### src/rtl/quad2joy_if.sv
// Steering link bus: sampled quadrature pins, ce/clr controls and decoded outputs.
// master drives pins/controls and reads results; slave is the decoder.
interface quad2joy_if #(
  parameter int CNT_W = 8
);
  logic             ce;
  logic             quadA;
  logic             quadB;
  logic             clr;
  logic [CNT_W-1:0] position;
  logic             step;
  logic             dir;
  logic             right;
  logic             left;
  logic             error;

  modport master (
    output ce, quadA, quadB, clr,
    input  position, step, dir, right, left, error
  );

  modport slave (
    input  ce, quadA, quadB, clr,
    output position, step, dir, right, left, error
  );
endinterface

### src/rtl/quad2joy.sv
// Quadrature steering decoder: sync, glitch filter, step decode, held levels.
// Ports: CLK, Reset_n (async low), bus (ce/quadA/quadB/clr in; position/step/dir/right/left/error out).
module quad2joy #(
  parameter int SYNC_STAGES = 2,
  parameter int FILTER_LEN  = 4,
  parameter int CNT_W       = 8,
  parameter int PULSE_HOLD  = 22500
) (
  input  logic       CLK,
  input  logic       Reset_n,
  quad2joy_if.slave  bus
);

  localparam int FW = $clog2(FILTER_LEN + 1);
  localparam int HW = $clog2(PULSE_HOLD + 1);

  logic [SYNC_STAGES-1:0] a_sync;
  logic [SYNC_STAGES-1:0] b_sync;
  logic [1:0]             pair;

  logic [1:0]    pair_q;
  logic [FW-1:0] flt_cnt;
  logic [FW-1:0] cnt_nxt;
  logic [1:0]    filt;
  logic          changed;

  logic [1:0]       state;
  logic             init;
  logic             both;
  logic             fwd;
  logic             dec_step;
  logic             dec_err;
  logic             dec_right;

  logic [CNT_W-1:0] position_q;
  logic             step_q;
  logic             dir_q;
  logic             error_q;
  logic             right_q;
  logic             left_q;
  logic [HW-1:0]    hold_cnt;

  always_ff @(posedge CLK or negedge Reset_n) begin
    if (!Reset_n) begin
      a_sync <= '0;
      b_sync <= '0;
    end else begin
      a_sync <= {a_sync[SYNC_STAGES-2:0], bus.quadA};
      b_sync <= {b_sync[SYNC_STAGES-2:0], bus.quadB};
    end
  end

  assign pair = {a_sync[SYNC_STAGES-1], b_sync[SYNC_STAGES-1]};

  // A new pair counts as its own first sample.
  assign changed = pair != pair_q;
  assign cnt_nxt = changed ? FW'(1) : flt_cnt + FW'(1);

  always_ff @(posedge CLK or negedge Reset_n) begin
    if (!Reset_n) begin
      pair_q  <= '0;
      flt_cnt <= '0;
      filt    <= '0;
    end else if (bus.ce) begin
      pair_q <= pair;
      if (pair == filt) begin
        flt_cnt <= '0;
      end else if (cnt_nxt == FW'(FILTER_LEN)) begin
        flt_cnt <= '0;
        filt    <= pair;
      end else begin
        flt_cnt <= cnt_nxt;
      end
    end
  end

  // Gray index along the right sequence 00,01,11,10.
  function automatic logic [1:0] gidx(input logic [1:0] s);
    return {s[1], s[1] ^ s[0]};
  endfunction

  assign both = &(filt ^ state);
  assign fwd  = gidx(filt) == gidx(state) + 2'd1;

  always_comb begin
    dec_step  = 1'b0;
    dec_err   = 1'b0;
    dec_right = 1'b0;
    if (filt != state) begin
      unique case (1'b1)
        init: begin
        end
        !init && both: begin
          dec_err = 1'b1;
        end
        !init && !both && fwd: begin
          dec_step  = 1'b1;
          dec_right = 1'b1;
        end
        default: begin
          dec_step = 1'b1;
        end
      endcase
    end
  end

  always_ff @(posedge CLK or negedge Reset_n) begin
    if (!Reset_n) begin
      state      <= '0;
      init       <= 1'b1;
      position_q <= '0;
      step_q     <= 1'b0;
      dir_q      <= 1'b0;
      error_q    <= 1'b0;
    end else begin
      step_q  <= 1'b0;
      error_q <= 1'b0;
      if (bus.ce) begin
        if (filt != state) begin
          state <= filt;
          init  <= 1'b0;
        end
        if (dec_step) begin
          step_q     <= 1'b1;
          dir_q      <= dec_right;
          position_q <= dec_right ? position_q + CNT_W'(1)
                                  : position_q - CNT_W'(1);
        end
        if (dec_err) begin
          error_q <= 1'b1;
        end
        // clr overrides a coincident step's count.
        if (bus.clr) begin
          position_q <= '0;
        end
      end
    end
  end

  always_ff @(posedge CLK or negedge Reset_n) begin
    if (!Reset_n) begin
      hold_cnt <= '0;
      right_q  <= 1'b0;
      left_q   <= 1'b0;
    end else if (bus.ce) begin
      if (dec_step) begin
        hold_cnt <= HW'(PULSE_HOLD);
        right_q  <= dec_right;
        left_q   <= !dec_right;
      end else if (hold_cnt != '0) begin
        hold_cnt <= hold_cnt - HW'(1);
        if (hold_cnt == HW'(1)) begin
          right_q <= 1'b0;
          left_q  <= 1'b0;
        end
      end
    end
  end

  assign bus.position = position_q;
  assign bus.step     = step_q;
  assign bus.dir      = dir_q;
  assign bus.error    = error_q;
  assign bus.right    = right_q;
  assign bus.left     = left_q;

endmodule

### src/flat_wrapper.sv
// flat-port wrapper written by rule: the top's interface ports become plain ports
module quad2joy_flat 
#(
  parameter int SYNC_STAGES = 2,
  parameter int FILTER_LEN  = 4,
  parameter int CNT_W       = 8,
  parameter int PULSE_HOLD  = 22500
)
  (CLK, Reset_n, bus_ce, bus_quadA, bus_quadB, bus_clr, bus_position, bus_step, bus_dir, bus_right, bus_left, bus_error);
  quad2joy_if #(.CNT_W(CNT_W)) bus_i ();
  input  logic CLK;
  input  logic Reset_n;
  input wire logic [$bits(bus_i.ce)-1:0] bus_ce;
  input wire logic [$bits(bus_i.quadA)-1:0] bus_quadA;
  input wire logic [$bits(bus_i.quadB)-1:0] bus_quadB;
  input wire logic [$bits(bus_i.clr)-1:0] bus_clr;
  output wire logic [$bits(bus_i.position)-1:0] bus_position;
  output wire logic [$bits(bus_i.step)-1:0] bus_step;
  output wire logic [$bits(bus_i.dir)-1:0] bus_dir;
  output wire logic [$bits(bus_i.right)-1:0] bus_right;
  output wire logic [$bits(bus_i.left)-1:0] bus_left;
  output wire logic [$bits(bus_i.error)-1:0] bus_error;
  assign bus_i.ce = bus_ce;
  assign bus_i.quadA = bus_quadA;
  assign bus_i.quadB = bus_quadB;
  assign bus_i.clr = bus_clr;
  assign bus_position = bus_i.position;
  assign bus_step = bus_i.step;
  assign bus_dir = bus_i.dir;
  assign bus_right = bus_i.right;
  assign bus_left = bus_i.left;
  assign bus_error = bus_i.error;
  quad2joy #(.SYNC_STAGES(SYNC_STAGES), .FILTER_LEN(FILTER_LEN), .CNT_W(CNT_W), .PULSE_HOLD(PULSE_HOLD)) u_core (.CLK(CLK), .Reset_n(Reset_n), .bus(bus_i));
endmodule
### config.mk
export PLATFORM = sky130hd
export DESIGN_NAME = quad2joy_flat
export DESIGN_NICKNAME = d
export VERILOG_FILES = /design/src/rtl/quad2joy_if.sv /design/src/rtl/quad2joy.sv /design/src/flat_wrapper.sv
export SDC_FILE = /design/constraint.sdc
export NUM_CORES = 1
export LEC_CHECK = 0
export BUFFER_PORTS_ARGS = -buffer_cell sky130_fd_sc_hd__buf_4
export CAP_MARGIN = 20
export CORE_MARGIN = 2
export CORE_UTILIZATION = 60
export CTS_BUF_LIST = sky130_fd_sc_hd__clkbuf_4
export DETAILED_ROUTE_END_ITERATION = 7
export HOLD_SLACK_MARGIN = 0.03
export PLACE_DENSITY = 0.91
export RECOVER_POWER = 50
export SYNTH_ARGS = -nofsm -noshare
export SYNTH_HDL_FRONTEND = slang
export SYNTH_SLANG_ARGS = --single-unit
export TNS_END_PERCENT = 30
### constraint.sdc
create_clock -name CLK -period 3.8 [get_ports CLK]
set_clock_uncertainty 0.15 [all_clocks]
set_input_delay 0.19 -clock CLK [delete_from_list [all_inputs] [get_ports CLK]]
set_output_delay 0.19 -clock CLK [all_outputs]
set_load 0.01 [all_outputs]
==> impl_results.md, run 1 <==
- Setup crit start kind: register
- Total Wirelength: 4538 µm
- Crit path max fanout: 8
- Synth top area cells: dfrtp_1, xnor2_1, ha_1
- Vias: 1829
- Fin nets: 271
- H-tree Lvls: 2
- Failing checks: max-capacitance violations, max-slew violations
- Cell variety after synth: 55
- Ys async rst share: 1.000
- Num rows: 22
- Post-DP HPWL: approximately 3200 µm
- Hold path endpoint: u_core.init$_DFFE_PN1P_
- Critical Path Sink Type: register
- Reg2reg setup slack: about 450 ps
- Slew headroom: -0.4629
- Worst Path Arrival: 3470 ps
- Total congestion overflow: 0
- Worst R2R Start: u_core.filt[1]$_DFFE_PN0P_
- Diodes inserted: 0
- Ys Warns: 0
- Power per cell area: 677.5 nW/µm²
- Drt via density: approximately 6
- Max-slew violations: 43
- Antenna viol nets, final: 0
- Top-count cell post-synth: dfrtp_1
- First-pass GRT wire length: 7831 µm
- WHS Path Cells: 2
- VDD IR max: around 340 µV
- CP Data Required Time: 3930 ps
- Non-filler cells, final: between 300 and 400
- Hold Path Class: input pin to register
- GPL Wtd Cong: 0.8614
- TritonCTS buffer count: 5
- Core Util, Final: 0.7148
- Top cells by count, synth: dfrtp_1, nand2_1, inv_1
- Root Buffer: clkbuf_4
- Setup TNS: 0 ps
- Number of global-route vias before repair: 1756
- I/O pin total: 19
- Worst-case clock buffer depth: 2
- Ys flop type: dfrtp_1
- Post-synth top area share: 0.4343
- Sequential area share after synthesis: 0.4454
- Core box area: 3716 µm²
- Die H: around 67 µm
- Largest net degree at the start of global routing: 43
- EDFF count, synth: 0
- Clock latency on the worst-skew pair: approximately 360 ps
- Initial antenna violation count: 0
- Worst slew pin tran: 2194 ps
- Leading area contributor after synthesis: dfrtp_1
- Final period demand of the worst path: around 3300 ps
- Max Cap Viol: 1
- Synth Register Bits: 42
- Endpoints failing setup: 0
- Final Hold Viols: 0
- Initial Util: 0.6357
- Hold Path Origin: bus_ce
- Status: complete, but fails checks
- Final period util: 0.8807
- Mapped cell area: 2362 µm²
- Mapped Cells: 232
- Share of cells above drive strength 1: 0.1797
- Synth-to-Final Area Change: 12.45%
- Reg2reg path depth: 10
- Dpl cells: 292
- Mapped Nets: 248
- Leakage Power: 0.001135 µW
- CTS clk-pin slew, worst paths: 130 ps
- Setup bufs post-CTS: 0
- DR WL/cell: around 15 µm
- RSZ-0062 raised after global routing: no
- TritonCTS clock tree: built
- Kind of critical path: register to register
- Worst flop-to-flop path endpoint: u_core.bus.position[7]$_DFFE_PN0P_
- Drt drc: 0
- CTS Sinks: 42
- Detailed Route Iter0 Violations: ~160
- Fillers: 294
- Max Freq: 0.2988 GHz
- DIE AREA: 4455 µm²
- Hold slack final: 63.13 ps
- Die Wd: between 60 and 70 µm
- Mean post-synth cell area: 10.18 µm²
- Port buffer count: 18
- Number of iterations in the first detailed-routing pass: 4
- Gr usage total: 0.2344
-- kinds of logic (layout without fill, tap and decap cells) --
| group | after synthesis | count (layout) | synth area share |
|---|---|---|---|
| AOI/OAI and AO/OA | 57 | 57 | 0.1790 |
| xor gates and xnor gates | 20 | 20 | 0.07415 |
| adders and majority gates | 10 | 10 | 0.05615 |
| buffers and inverters | 21 | 45 | 0.03443 |
| DFF | 42 | 42 | 0.4454 |
| muxes | 7 | 7 | 0.03284 |
| and+or+nand+nor | 75 | 75 | 0.1780 |
-- power by group --
group,switching [µW],internal [µW]
Combinational,427,373
Clock,143,146
Sequential,135,575
Total,705,1090
-- state kept, by name, summed over array words and instances, names as in the netlist, 2 cells and up --
register and flops:
u_core.hold_cnt 15, u_core.bus.position 8, u_core.flt_cnt 3, u_core.a_sync 2, u_core.b_sync 2, u_core.filt 2
u_core.pair_q 2, u_core.state 2
-- critical path: stages, from the launching register on --
cell,delay (ps)
dfrtp_1,460
xnor2_1,310
xnor2_1,250
nor2_1,330
nand3_2,230
ha_1,360
a211oi_1,330
o21ai_0,190
a2111oi_0,440
a22oi_1,120
o2111ai_1,100
-- metal layers --
layer / track usage / up-vias / routed length, µm
li1: - / 900 / -
met1: 0.3139 / 891 / 2155
met2: 0.3750 / 32 / 2128
met3: 0.05068 / 6 / 196
met4: 0.08418 / 0 / 58
met5: 0 / - / 0
-- per-stage QoR --
stage          setup slack (ps)  cell area (µm²)  power, µW
3_3_place_gp              581.1             2532       1473
5_1_grt                   56.08             2656       1942
2_1_floorplan             798.3             2362       1276
3_5_place_dp              440.2             2532       1505
6_report                  453.2             2656       1800
4_1_cts                   375.9             2655       1796
-- what timing repair did --
action,in CTS,in global routing
gates resized for setup,0,1
hold buffers,4,0
endpoints found under the hold margin,49,0
setup endpoints to repair,0,1
-- cell type report --
class	count	area, µm²	share of cell area
Clock buffer	6	45.04	0.01696
Inverter	15	56.30	0.02120
Timing Repair Buffer	22	171.4	0.06453
Tap cell	48	60.06	0.02261
Multi-Input combinational cell	169	1234	0.4644
Sequential cell	42	1052	0.3961
Clock inverter	2	37.54	0.01413
-- how the worst max path moves through the flow --
stage / startpoint / end / slack, ps / cells past startpoint
after CTS: u_core.filt[1]$_DFFE_PN0P_ / u_core.bus.position[7]$_DFFE_PN0P_ / 380 / 10
after floorplan: u_core.filt[1]$_DFFE_PN0P_ / u_core.bus.position[6]$_DFFE_PN0P_ / 800 / 10
after global routing: u_core.filt[0]$_DFFE_PN0P_ / u_core.bus.position[7]$_DFFE_PN0P_ / 60 / 10
after global placement: u_core.filt[1]$_DFFE_PN0P_ / u_core.bus.position[6]$_DFFE_PN0P_ / 580 / 10
after detailed placement: u_core.filt[1]$_DFFE_PN0P_ / u_core.bus.position[7]$_DFFE_PN0P_ / 440 / 10
final: u_core.filt[1]$_DFFE_PN0P_ / u_core.bus.position[7]$_DFFE_PN0P_ / 450 / 10
-- layout by cell type, fill, tap and decap left out, drive strengths merged, types with 7 or more instances in the layout --
cell type,Yosys,layout
a21oi,8,8
buf,4,15
clkbuf,2,9
dfrtp,41,41
ha,9,9
inv,15,15
nand2,16,16
nand3,7,7
nor2,13,13
nor3,7,7
o21ai,14,14
o22ai,7,7
xnor2,13,13
xor2,7,7
(Power assumes the default switching activity.)
==> inputs of run 2 (changes only) <==
--- a/config.mk
+++ b/config.mk
@@ -5,12 +5,14 @@
 export SDC_FILE = /design/constraint.sdc
 export NUM_CORES = 1
 export LEC_CHECK = 0
+export ABC_AREA = 0
 export BUFFER_PORTS_ARGS = -buffer_cell sky130_fd_sc_hd__buf_4
 export CAP_MARGIN = 20
 export CORE_MARGIN = 2
 export CORE_UTILIZATION = 60
 export CTS_BUF_LIST = sky130_fd_sc_hd__clkbuf_4
 export DETAILED_ROUTE_END_ITERATION = 7
+export GPL_ROUTABILITY_DRIVEN = 0
 export HOLD_SLACK_MARGIN = 0.03
 export PLACE_DENSITY = 0.91
 export RECOVER_POWER = 50
==> constraint.sdc (replaced) <==
create_clock -name CLK -period 3.7 [get_ports CLK]
set_clock_uncertainty 0.15 [all_clocks]
set_input_delay 0.185 -clock CLK [delete_from_list [all_inputs] [get_ports CLK]]
set_output_delay 0.185 -clock CLK [all_outputs]
set_load 0.01 [all_outputs]
==> run 2 against run 1 <==
Utilization is 0.27 points lower. The flow still finishes with violations (max-capacitance violations, max-slew violations). Critical endpoint is now u_core.bus.position[6]$_DFFE_PN0P_. Combinational power up 3.9%. Register-to-register slack worse by 90 ps. Worst hold slack improved by 2.9 ps. Sequential cell count did not move. Fmax increased by 0.36%.
==> impl_results.md, run 2 (same netlist as run 1, synthesis figures left out) <==
- Num rows: 22 (unchanged)
- Critical Path Slowest Stage Cell: dfrtp_1
- Worst-case clock buffer depth: 2 (unchanged)
- Max reg flops: 15 (unchanged)
- Power per cell area: 680.4 nW/µm² (+0.43%)
- DR WL/cell: 15.04 µm (+0.77%)
- H-tree Lvls: 2 (unchanged)
- Setup crit start kind: register
- Worst slew pin tran: 2148 ps (-46.57 ps)
- I/O pin total: 19 (unchanged)
- Initial Util: 0.6357 (unchanged)
- Vias: 1864 (+1.9%)
- Final Hold Viols: 0 (unchanged)
- CTS Sinks: 42 (unchanged)
- TritonCTS buffer count: 5 (unchanged)
- CTS clk-pin slew, worst paths: 120 ps (about the same)
- Kind of critical path: register to register
- Largest net degree at the start of global routing: 43 (unchanged)
- Hold slack final: 66.00 ps (+2.875 ps)
- Synth-to-Final Area Change: 12.02%
- Antenna viol nets, final: 0 (unchanged)
- Failing checks: max-capacitance violations, max-slew violations
- Reg2reg path depth: 10 (unchanged)
- Post-DP HPWL: 3169 µm (+0.21%)
- Number of iterations in the first detailed-routing pass: 4 (unchanged)
- Final period util: 0.9013 (+0.02057)
- Total congestion overflow: 0 (unchanged)
- TritonCTS clock tree: built
- VDD IR max: 337.6 µV (-1.4%)
- Clock latency on the worst-skew pair: 360 ps (about the same)
- Root Buffer: clkbuf_4
- Drt drc: 0 (unchanged)
- Crit path max fanout: 8 (unchanged)
- Number of global-route vias before repair: 1736 (-1.1%)
- Endpoints failing setup: 0 (unchanged)
- Worst flop-to-flop path endpoint: u_core.bus.position[6]$_DFFE_PN0P_
- Die Wd: 66.75 µm (unchanged)
- Slew headroom: -0.4319 (+0.03105)
- Reg2reg setup slack: 370 ps (-90 ps)
- Most frequent cells in the layout: dfrtp_1, nand2_1, inv_1, buf_4, o21ai_0
- Most used cell, CP: nand3_1
- Max-slew violations: 43 (unchanged)
- Share of cells above drive strength 1: 0.1875 (+0.007813)
- Port buffer count: 18 (unchanged)
- First-pass GRT wire length: 7990 µm (+2.0%)
- Final period demand of the worst path: 3335 ps (-11.96 ps)
- Status: complete, but fails checks
- Critical Path Sink Type: register
- Diodes inserted: 0 (unchanged)
- Setup TNS: 0 ps (unchanged)
- Hold path endpoint: u_core.init$_DFFE_PN1P_
- Detailed Route Iter0 Violations: 215 (+31%)
- Worst Path Arrival: 3470 ps (about the same)
- WHS Path Cells: 2 (unchanged)
- Commonest non-fill, non-tap cell in the layout: dfrtp_1
- Hold Path Class: input pin to register
- Largest Register: u_core.hold_cnt
- Worst R2R Start: u_core.filt[0]$_DFFE_PN0P_
- Max Freq: 0.2999 GHz (+0.36%)
- Worst Setup SP: u_core.filt[0]$_DFFE_PN0P_
- Max Cap Viol: 1 (unchanged)
- CP Data Required Time: 3840 ps (-90 ps)
- Crit path largest cell delay: 470 ps (about the same)
- Core box area: 3716 µm² (unchanged)
- Die H: 66.75 µm (unchanged)
- Worst path cell trace: xnor2_1 > xnor2_2 > nor2_2 > nand3_1 > ha_1 > nor2b_1 > o31a_1 > o21a_1 > or4_1 > nand3_1
- Leakage Power: 0.001135 µW (about the same)
- Hold Path Origin: bus_ce
- RSZ-0062 raised after global routing: no
- Initial antenna violation count: 0 (unchanged)
- DIE AREA: 4455 µm² (unchanged)
- Gr usage total: 0.2386 (+0.004136)
- Drt via density: 6.132 (+1.9%)
- Fin nets: 271 (unchanged)
- Total Wirelength: 4573 µm (+0.77%)
run 2: layout make-up:
class,instances,area (µm²)
Inverter,15,56.30
Fill cell,274,1070
Clock inverter,2,13.76
Sequential cell,42,1052
Timing Repair Buffer,22,171.4
Multi-Input combinational cell,169,1247
Clock buffer,6,45.04
Tap cell,48,60.06
run 2: critical path: cells and delay by family (launching register included):
kind                     cells  cell delay, ps
AND/OR/NAND/NOR              5            1210
XOR/XNOR                     2             580
adder cells (fa/ha/maj)      1             410
flip-flops                   1             470
AO/OA/AOI/OAI                2             450
run 2: worst max path at each step:
stage                                               endpoint
after floorplan           u_core.bus.position[6]$_DFFE_PN0P_
after global placement    u_core.bus.position[6]$_DFFE_PN0P_
after detailed placement  u_core.bus.position[6]$_DFFE_PN0P_
after CTS                 u_core.bus.position[6]$_DFFE_PN0P_
after global routing      u_core.bus.position[7]$_DFFE_PN0P_
final                     u_core.bus.position[6]$_DFFE_PN0P_
run 2: where the power goes:
| part | total (µW) | switching (µW) | leakage, µW | internal, µW |
|---|---|---|---|---|
| clock | 234 | 152 | 0.0000356 | 82.1 |
| combinational | 832 | 441 | 0.000589 | 391 |
| sequential | 735 | 144 | 0.000510 | 591 |
run 2: layer usage:
| metal | part of all wire | GRT usage | vias up | routed length [µm] |
|---|---|---|---|---|
| li1 | - | - | 892 | - |
| met1 | 0.46 | 0.3259 | 895 | 2116 |
| met5 | 0 | 0 | - | 0 |
| met3 | 0.050 | 0.03547 | 10 | 227 |
| met4 | 0.015 | 0.07908 | 0 | 67 |
| met2 | 0.47 | 0.3900 | 67 | 2162 |
run 2: repair_timing:
action | 4_1_cts | 5_1_grt
resized for setup | 0 | 4
endpoints found under the hold margin | 49 | 0
buffers inserted | 0 | 0
endpoints found under the setup margin | 0 | 3
hold buffers | 4 | 0
run 2: through the flow:
step / cell area [µm²] / total power, µW / setup WS, ps / std cells / utilization
2_1_floorplan: 2362 / 1311 / 698.3 / 232 / -
3_3_place_gp: 2532 / 1512 / 481.1 / 292 / 0.6815
3_5_place_dp: 2532 / 1550 / 286.0 / 292 / 0.6815
4_1_cts: 2631 / 1791 / 218.3 / 304 / 0.7081
5_1_grt: 2646 / 1945 / 16.27 / 304 / 0.7121
6_report: 2646 / 1801 / 365.2 / 304 / 0.7121
==> inputs of run 3 (changes only) <==
==> constraint.sdc (replaced) <==
create_clock -name CLK -period 3.44 [get_ports CLK]
set_clock_uncertainty 0.15 [all_clocks]
set_input_delay 0.172 -clock CLK [delete_from_list [all_inputs] [get_ports CLK]]
set_output_delay 0.172 -clock CLK [all_outputs]
set_load 0.01 [all_outputs]
==> run 3 against run 2 <==
The flow still finishes with violations (max-capacitance violations, max-slew violations). First-iteration DRC count decreased by 29%. Utilization increased by 0.51 points. Worst hold slack got worse by 27 ps. Critical path depth unchanged.
==> impl_results.md, run 3 (same netlist as run 1, synthesis figures left out) <==
- Status: complete, but fails checks
- Failing checks: max-capacitance violations, max-slew violations
- Core box area: 3716 µm² (unchanged)
- Seq. cell area: 1052 µm² (unchanged)
- Max Cap Viol: 1 (unchanged)
- Die H: 66.75 µm (unchanged)
- Total congestion overflow: 0 (unchanged)
- VDD IR max: 389.3 µV (+15%)
- Setup TNS: 0 ps (unchanged)
- RSZ-0062 raised after global routing: no
- Worst slew pin tran: 2212 ps (+64.47 ps)
- Worst path cell trace: xnor2_1 > xnor2_1 > nor2_1 > nand3_2 > ha_1 > nor2b_1 > o31a_1 > o21a_1 > or4_1 > nand3_1
- Critical Path Slowest Stage Cell: dfrtp_1
- Kind of critical path: register to register
- Synth-to-Final Area Change: 12.82%
- Most used cell, CP: xnor2_1
- Final period demand of the worst path: 3132 ps (-202.9 ps)
- Max reg flops: 15 (unchanged)
- First-pass GRT wire length: 8162 µm (+2.2%)
- Global Route met1 Usage: 0.3063 (-0.01962)
- Critical Path Sink Type: register
- Placed cell area: 2540 µm² (+0.30%)
- Setup crit start kind: register
- TritonCTS clock tree: built
- Internal power: 1227 µW (+15%)
- Hold Path Class: input pin to register
- Cell family with most CP delay: simple AND/OR/NAND/NOR gates
- Most frequent cells in the layout: dfrtp_1, nand2_1, buf_4
- Met3 usage: 0.07095 (+0.03547)
- CP Data Required Time: 3590 ps (-250 ps)
- Final Cell Area: 2665 µm² (+0.71%)
- Clock latency on the worst-skew pair: 360 ps (about the same)
- I/O pin total: 19 (unchanged)
- Max-slew violations: 43 (unchanged)
- Met2 Use GR: 0.4150 (+0.02500)
- Slew headroom: -0.4748 (-0.04298)
- Post-DP HPWL: 3324 µm (+4.9%)
- Fillers: 288 (+5.1%)
- Leakage Power: 0.001144 µW (+0.82%)
- Final setup margin: 308.0 ps (-57.15 ps)
- Root Buffer: clkbuf_4
- Detailed Route Iter0 Violations: 153 (-29%)
- Comb power frac: 0.450 (-0.012)
- Drt via density: 6.134 (about the same)
- Largest net degree at the start of global routing: 43 (unchanged)
- Worst-case clock buffer depth: 2 (unchanged)
- CTS Sinks: 42 (unchanged)
- Port buffer count: 18 (unchanged)
- Crit path largest cell delay: 460 ps (about the same)
- Fin nets: 272 (+0.37%)
- Diodes inserted: 0 (unchanged)
- Final Hold Viols: 0 (unchanged)
- Crit path max fanout: 7 (-1)
- DR WL/cell: 15.99 µm (+6.3%)
- DIE AREA: 4455 µm² (unchanged)
- Num rows: 22 (unchanged)
- Die Wd: 66.75 µm (unchanged)
- Vias: 1871 (+0.38%)
- Antenna viol nets, final: 0 (unchanged)
- Drt drc: 0 (unchanged)
- Number of global-route vias before repair: 1816 (+4.6%)
- Largest Register: u_core.hold_cnt
- Worst Path Arrival: 3280 ps (-190 ps)
- Total Wirelength: 4878 µm (+6.7%)
- Worst path bufs/invs: 0 (unchanged)
- Endpoints failing setup: 0 (unchanged)
- Power per cell area: 761.7 nW/µm² (+12%)
- Flop pwr share: 0.389 (-0.019)
- CTS clk-pin slew, worst paths: 120 ps (about the same)
- Psw: 803.1 µW (+9.0%)
- H-tree Lvls: 2 (unchanged)
- Initial antenna violation count: 0 (unchanged)
- Switch share: 0.3956 (-0.01355)
- Dpl ws: 293.4 ps (+7.416 ps)
- Multi-input gate area: 1235 µm² (-1.0%)
- Core Util, Final: 0.7172 (+0.005051)
- Clock power frac: 0.162 (+0.032)
- Share of cells above drive strength 1: 0.1829 (-0.004621)
- TritonCTS buffer count: 5 (unchanged)
- Final period util: 0.9105 (+0.009153)
- Gr usage total: 0.2456 (+0.006978)
- Max Freq: 0.3193 GHz (+6.5%)
- Initial Util: 0.6357 (unchanged)
- GR peak layer: met2
- Number of iterations in the first detailed-routing pass: 4 (unchanged)
- Commonest non-fill, non-tap cell in the layout: dfrtp_1
## run 3: cell count changes in the layout (fill, tap and decap cells not counted), sizes merged
| cell | change |
|---|---|
| buf | +1 |
| bufinv | +1 |
| clkinv | -2 |
| clkbuf | +1 |
## run 3: power by group through the flow
stage                     Combinational (µW)  Sequential [µW]  Clock (µW)
after floorplan                          618              791           0
after global placement                   847              784           0
after detailed placement                 887              794           0
after CTS                                901              786         332
after global routing                    1020              810         351
final                                    913              789         328
## run 3: cell type report
type	count	area share
multi-input combinational	169	0.4634
sequential	42	0.3948
timing repair buffer	23	0.06714
tap	48	0.02254
inverter	15	0.02113
clock buffer	7	0.01972
clock inverter	1	0.01127
## run 3: final timing paths
check	start	cells past startpoint	slack (ps)	endpoint
worst max-delay path	u_core.filt[0]$_DFFE_PN0P_	10	310	u_core.bus.position[6]$_DFFE_PN0P_
worst min-delay path	bus_ce	2	40	u_core.init$_DFFE_PN1P_
worst max register to register	u_core.filt[0]$_DFFE_PN0P_	10	310	u_core.bus.position[6]$_DFFE_PN0P_
worst min register to register	u_core.b_sync[0]$_DFF_PN0_	0	220	u_core.b_sync[1]$_DFF_PN0_
max in group asynchronous	Reset_n	2	1040	u_core.a_sync[0]$_DFF_PN0_
min in group asynchronous	Reset_n	2	840	u_core.hold_cnt[12]$_DFFE_PN0P_
## run 3: metal layers
metal / up-vias / part of all wire / routed length, µm
met5: - / 0 / 0
met4: 0 / 0.015 / 72
met3: 9 / 0.056 / 273
met2: 56 / 0.50 / 2417
met1: 913 / 0.43 / 2115
li1: 893 / - / -
## run 3: worst register-to-register path, cell delays in order (launching register included)
cell and delay, ps:
dfrtp_1 460, xnor2_1 280, xnor2_1 130, nor2_1 260
nand3_2 220, ha_1 380, nor2b_1 180, o31a_1 270
o21a_1 190, or4_1 460, nand3_1 90
## run 3: timing repair
item | in CTS | in global routing
hold endpoints to repair | 50 | 0
endpoints found under the setup margin | 0 | 1
gates resized for setup | 0 | 2
setup buffers | 0 | 0
hold buffers | 4 | 0
## run 3: per-stage QoR
stage / std cells / power, µW / hold slack, ps
after CTS: 305 / 2019 / 36.37
final: 305 / 2030 / 38.60
after detailed placement: 293 / 1681 / 35.32
after global placement: 293 / 1632 / 32.33
after floorplan: 232 / 1410 / -273.6
after global routing: 305 / 2182 / 61.31
